[config.mk]
export PLATFORM = sky130hd
export DESIGN_NAME = uart_rx_flat
export DESIGN_NICKNAME = d
export VERILOG_FILES = /design/src/rtl/uart_pkg.sv /design/src/rtl/uart_rx_if.sv /design/src/rtl/bit_synchronizer.sv /design/src/rtl/uart_rx.sv /design/src/flat_wrapper.sv
export SDC_FILE = /design/constraint.sdc
export NUM_CORES = 1
export LEC_CHECK = 0
export ABC_CLOCK_PERIOD_IN_PS = 3950
export CORE_MARGIN = 4
export CORE_UTILIZATION = 59
export CTS_CLUSTER_SIZE = 28
export DETAILED_ROUTE_END_ITERATION = 6
export PLACE_DENSITY = 0.92
export SLEW_MARGIN = 20
export SYNTH_ARGS = -nofsm -noshare
export SYNTH_HDL_FRONTEND = slang
export SYNTH_SLANG_ARGS = --single-unit
[constraint.sdc]
create_clock -name clk -period 3.95 [get_ports clk]
set_clock_uncertainty 0.2 [all_clocks]
set_input_delay 0.395 -clock clk [delete_from_list [all_inputs] [get_ports clk]]
set_output_delay 0.395 -clock clk [all_outputs]
set_load 0.05 [all_outputs]
[src/rtl/uart_pkg.sv]
// Shared UART definitions: receiver state encoding and the default frame
// geometry used by uart_rx, uart_tx and baud_generator.
package uart_pkg;

  typedef enum logic [1:0] {
    IDLE  = 2'd0,
    START = 2'd1,
    DATA  = 2'd2,
    STOP  = 2'd3
  } uart_rx_state_t;

  localparam int UART_OVERSAMPLE_DEFAULT = 16;
  localparam int UART_DATA_BITS_DEFAULT  = 8;

endpackage

[src/rtl/uart_rx_if.sv]
// Receiver-side bundle: oversample tick and serial line in, byte and strobes out.
interface uart_rx_if import uart_pkg::*; #(
  parameter int DATA_BITS = UART_DATA_BITS_DEFAULT
);

  logic                 tick;
  logic                 rx;
  logic [DATA_BITS-1:0] data;
  logic                 valid;
  logic                 frame_error;
  logic                 busy;

  modport master (
    output tick, rx,
    input  data, valid, frame_error, busy
  );

  modport slave (
    input  tick, rx,
    output data, valid, frame_error, busy
  );

endinterface

[src/rtl/bit_synchronizer.sv]
// Generic 2-FF synchroniser for asynchronous pins; RESET_VAL sets the value
// both stages hold in reset so an idle line does not look like an edge.
module bit_synchronizer #(
  parameter int               WIDTH     = 1,
  parameter logic [WIDTH-1:0] RESET_VAL = '0
) (
  input  logic             clk,
  input  logic             rst,
  input  logic [WIDTH-1:0] d,
  output logic [WIDTH-1:0] q
);

  logic [WIDTH-1:0] meta;

  always_ff @(posedge clk or posedge rst) begin
    if (rst) begin
      meta <= RESET_VAL;
      q    <= RESET_VAL;
    end else begin
      meta <= d;
      q    <= meta;
    end
  end

endmodule

[src/rtl/uart_rx.sv]
// Oversampling 8N1 receiver: qualifies the start bit at mid-bit, samples each
// data bit at its centre and checks the stop bit, strobing valid or frame_error.
module uart_rx import uart_pkg::*; #(
  parameter int OVERSAMPLE = UART_OVERSAMPLE_DEFAULT,
  parameter int DATA_BITS  = UART_DATA_BITS_DEFAULT
) (
  input  logic    clk,
  input  logic    rst,
  uart_rx_if.slave bus
);

  localparam int CW = $clog2(OVERSAMPLE);
  localparam int BW = $clog2(DATA_BITS + 1);
  localparam logic [CW-1:0] CNT_HALF = CW'(OVERSAMPLE / 2 - 1);
  localparam logic [CW-1:0] CNT_FULL = CW'(OVERSAMPLE - 1);
  localparam logic [BW-1:0] BIT_LAST = BW'(DATA_BITS - 1);

  uart_rx_state_t       state;
  logic [CW-1:0]        cnt;
  logic [BW-1:0]        bit_idx;
  logic [DATA_BITS-1:0] shreg;
  logic [DATA_BITS-1:0] data_q;
  logic                 valid_q;
  logic                 ferr_q;
  logic                 busy_q;
  logic                 rx_s;

  bit_synchronizer #(
    .WIDTH     (1),
    .RESET_VAL (1'b1)
  ) u_rx_sync (
    .clk (clk),
    .rst (rst),
    .d   (bus.rx),
    .q   (rx_s)
  );

  always_ff @(posedge clk or posedge rst) begin
    if (rst) begin
      state   <= IDLE;
      cnt     <= '0;
      bit_idx <= '0;
      shreg   <= '0;
      data_q  <= '0;
      valid_q <= 1'b0;
      ferr_q  <= 1'b0;
      busy_q  <= 1'b0;
    end else begin
      valid_q <= 1'b0;
      ferr_q  <= 1'b0;
      if (bus.tick) begin
        case (state)
          IDLE: begin
            if (!rx_s) begin
              state  <= START;
              cnt    <= '0;
              busy_q <= 1'b1;
            end
          end
          // A start bit that is no longer low at mid-bit was a glitch.
          START: begin
            if (cnt == CNT_HALF) begin
              cnt <= '0;
              if (!rx_s) begin
                state   <= DATA;
                bit_idx <= '0;
              end else begin
                state  <= IDLE;
                busy_q <= 1'b0;
              end
            end else begin
              cnt <= cnt + CW'(1);
            end
          end
          DATA: begin
            if (cnt == CNT_FULL) begin
              shreg   <= {rx_s, shreg[DATA_BITS-1:1]};
              cnt     <= '0;
              bit_idx <= bit_idx + BW'(1);
              if (bit_idx == BIT_LAST) state <= STOP;
            end else begin
              cnt <= cnt + CW'(1);
            end
          end
          STOP: begin
            if (cnt == CNT_FULL) begin
              if (rx_s) begin
                data_q  <= shreg;
                valid_q <= 1'b1;
              end else begin
                ferr_q <= 1'b1;
              end
              cnt    <= '0;
              state  <= IDLE;
              busy_q <= 1'b0;
            end else begin
              cnt <= cnt + CW'(1);
            end
          end
          default: begin
            state  <= IDLE;
            busy_q <= 1'b0;
          end
        endcase
      end
    end
  end

  assign bus.data        = data_q;
  assign bus.valid       = valid_q;
  assign bus.frame_error = ferr_q;
  assign bus.busy        = busy_q;

endmodule

[src/flat_wrapper.sv]
// flat-port wrapper written by rule: the top's interface ports become plain ports
module uart_rx_flat import uart_pkg::*;
#(
  parameter int OVERSAMPLE = UART_OVERSAMPLE_DEFAULT,
  parameter int DATA_BITS  = UART_DATA_BITS_DEFAULT
)
  (clk, rst, bus_tick, bus_rx, bus_data, bus_valid, bus_frame_error, bus_busy);
  uart_rx_if #(.DATA_BITS(DATA_BITS)) bus_i ();
  input  logic clk;
  input  logic rst;
  input wire logic [$bits(bus_i.tick)-1:0] bus_tick;
  input wire logic [$bits(bus_i.rx)-1:0] bus_rx;
  output wire logic [$bits(bus_i.data)-1:0] bus_data;
  output wire logic [$bits(bus_i.valid)-1:0] bus_valid;
  output wire logic [$bits(bus_i.frame_error)-1:0] bus_frame_error;
  output wire logic [$bits(bus_i.busy)-1:0] bus_busy;
  assign bus_i.tick = bus_tick;
  assign bus_i.rx = bus_rx;
  assign bus_data = bus_i.data;
  assign bus_valid = bus_i.valid;
  assign bus_frame_error = bus_i.frame_error;
  assign bus_busy = bus_i.busy;
  uart_rx #(.OVERSAMPLE(OVERSAMPLE), .DATA_BITS(DATA_BITS)) u_core (.clk(clk), .rst(rst), .bus(bus_i));
endmodule
==> metrics <==
gr usage total 17.7%; Mapped Cells 118; Required @ worst endpoint ~4.0 ns; CP Launch Point u_core.cnt[0]; DRC viols 0; # setup viols final 0; net count after synthesis between 100 and 150; number of CTS-inserted buffers 5; Area contributors post-synth dfrtp_1 49%, mux2_4 8.1%, mux2_2 5.3%, dfstp_2 3.5%, mux2i_1 2.7%; diodes inserted 0; worst rel slew slack 58.7%; TritonCTS clock tree yes; yosys warns 0; drt first-iter violations 23; R2R depth 4; Pwr Total around 970 uW; Synth area leader dfrtp_1; CTS H-tree lvls 2; DR vias 969; maximum VDD drop roughly 450 uV; Slowest-stage cell, CP or3_1; fin crit share between 50% and 60%; Worst Tran Pin Value slightly above 0.6 ns; Via density roughly 6; RSZ-0062 raised after global routing no; Site Rows 17; cell depth of the worst setup path 4; max-cap viol count 0; syn_area_per_cell around 13 um2; Startpoint Class flip-flop; CTS Hold Buffers Added 0; grt met2 use between 20% and 30%; critical path class flip-flop to flip-flop; port bufs 14; pin count of the biggest net entering global routing 32; worst endpoint data arrival time between 2 and 2.5 ns; Largest delay share family, worst path simple AND/OR/NAND/NOR gates; Power Density 573 mW/mm2; gr ovfl total 0; most frequent cell after synthesis dfrtp_1; slowest stage delay, CP around 0.62 ns; status finished, final reports clean; final hold vios 0; Leak Pwr between 0.7 and 0.8 nW; Worst Hold Slack around 0.16 ns; Starting Density roughly 65%; Most Used Layer, Global Route met2; Worst-path clk slew about 0.09 ns; grt met3 use under 10%; post-synth cell types 42; Core ar. 0.00230 mm2; clock period minus worst slack between 2 and 2.5 ns; ys async rst share 100%; Slew Limit Fails 0; TritonRoute pass-1 iters 4; # IOs 15; drt wl/cell between 15 and 20 um; clock sinks 31; # nets final between 100 and 150; synthesis-to-finish area growth 13.7%; Synth Flop Type dfrtp_1; top cell type's share of synthesized area between 40% and 50%; Post-DRT Antenna Nets 0; post-synthesis sequential area ratio between 50% and 60%; Root Buffer clkbuf_4; critical path peak fanout 9; Detailed Route WL 2.66 mm; Die Area 0.00340 mm2; post-cts sizing count 0; Synth Register Bits 31; Mapped Area about 0.0015 mm2; gp weighted congestion between 0.7 and 0.8; CTS Buffer Depth 2; Die Width about 58 um; setup TNS 0 ns; initial antenna violation count 0; critical path, cell by cell ha_1 -> nand4_4 -> or3_1 -> mux2_4; die height a little under 60 um; number of placed instances, taps included between 150 and 200; Worst Setup EP u_core.bus.data[3]; RR Endpoint u_core.bus.data[3]; DP HPWL 1.96 mm; flop2flop setup slack ~1.7 ns; RR Startpoint u_core.cnt[0]; GR Util met1 between 20% and 30%; crit end category flip-flop; fmax ~450 MHz; clk_lat worst skew roughly 0.34 ns; vias in the first global route between 900 and 1000; Post-synth EDFFs 0; CP Buf/Inv Count 0; final std cells w/o fill roughly 160; layout cells sized above 1 between 20% and 30%; # Post-CTS Setup Buffers 0; first-pass GRT wire length roughly 4.5 mm; Hold Crit Class flip-flop to flip-flop; Post-synth top cells 29 x dfrtp_1, 8 x mux2_4, 7 x inv_1, 7 x mux2_2, 5 x nand2_1
[worst reg2reg max path: cells and delay by family (launching register included)]
kind	cells	cell delay [ns]
mux	1	0.39
flops	1	0.39
fa+ha+maj	1	0.35
simple gates	2	0.79
[stage by stage]
step,area [um2],util (%),setup WS [ns]
final,1700,73.8,1.72
after global routing,1700,73.8,1.65
after CTS,1700,73.8,1.72
after detailed placement,1610,70.0,1.38
after global placement,1610,70.0,1.47
after floorplan,1490,-,2.07
[metal layers]
layer	part of all wire, %	up-vias
met4	2.4	0
met3	4.9	8
met1	44	473
met2	49	31
met5	0	-
li1	-	457
[layout make-up]
class	count	area, um2
clock inverters	2	35.0
multi-input cells	73	629
repair buffers	14	140
inverters	7	26.3
well taps	28	35.0
fillers	149	602
flip-flops and latches	31	778
clock buffers	6	51.3
[placed cells by master, fill, tap and decap left out, types with 2 or more instances in the layout]
cell / netlist / layout
nand2_1: 5 / 5
o21ai_0: 4 / 4
a21oi_1: 2 / 2
mux2i_1: 4 / 4
nand2b_1: 4 / 4
o221ai_1: 2 / 2
clkdlybuf4s50_1: 0 / 14
nor2_1: 3 / 3
o22a_1: 2 / 2
nand3b_1: 2 / 2
mux2_2: 7 / 7
mux2_4: 8 / 8
dfrtp_1: 29 / 29
nand4_1: 2 / 2
a22o_1: 2 / 2
dfstp_2: 2 / 2
clkbuf_4: 0 / 5
nor3_1: 2 / 2
inv_1: 7 / 6
nand3_1: 3 / 3
ha_1: 2 / 2
[kinds of logic after synthesis]
| logic type | synth area share [%] |
|---|---|
| AOI/OAI and AO/OA | 9.82 |
| xor gates and xnor gates | 0.587 |
| adders and majority gates | 1.68 |
| buffers and inverters | 5.62 |
| DFF | 52.2 |
| muxes | 16.0 |
| and+or+nand+nor | 14.1 |
[flip-flops by register name, summed over array words and instances, names as in the netlist, named ones only]
| register | count |
|---|---|
| u_core.bus.valid | 1 |
| u_core.u_rx_sync.q | 1 |
| u_core.bus.data | 8 |
| u_core.cnt | 4 |
| u_core.shreg | 8 |
| u_core.bus.frame_error | 1 |
| u_core.bit_idx | 4 |
| u_core.bus.busy | 1 |
| u_core.u_rx_sync.meta | 1 |
| u_core.state | 1 |
[worst min-delay path by stage]
stage | startpoint | to | slack, ns | depth (start not counted)
global placement | u_core.u_rx_sync.meta | u_core.u_rx_sync.q | 0.15 | 0
finish | u_core.u_rx_sync.meta | u_core.u_rx_sync.q | 0.16 | 0
floorplan | u_core.u_rx_sync.meta | u_core.u_rx_sync.q | 0.15 | 0
CTS | u_core.u_rx_sync.meta | u_core.u_rx_sync.q | 0.16 | 0
detailed placement | u_core.u_rx_sync.meta | u_core.u_rx_sync.q | 0.15 | 0
global route | u_core.u_rx_sync.meta | u_core.u_rx_sync.q | 0.16 | 0
[where the power goes]
group | switching, mW | internal (mW)
clock | 0.111 | 0.149
combinational | 0.130 | 0.117
sequential | 0.0928 | 0.371
total | 0.334 | 0.638
No activity file was read; power rests on OpenSTA's default activity.
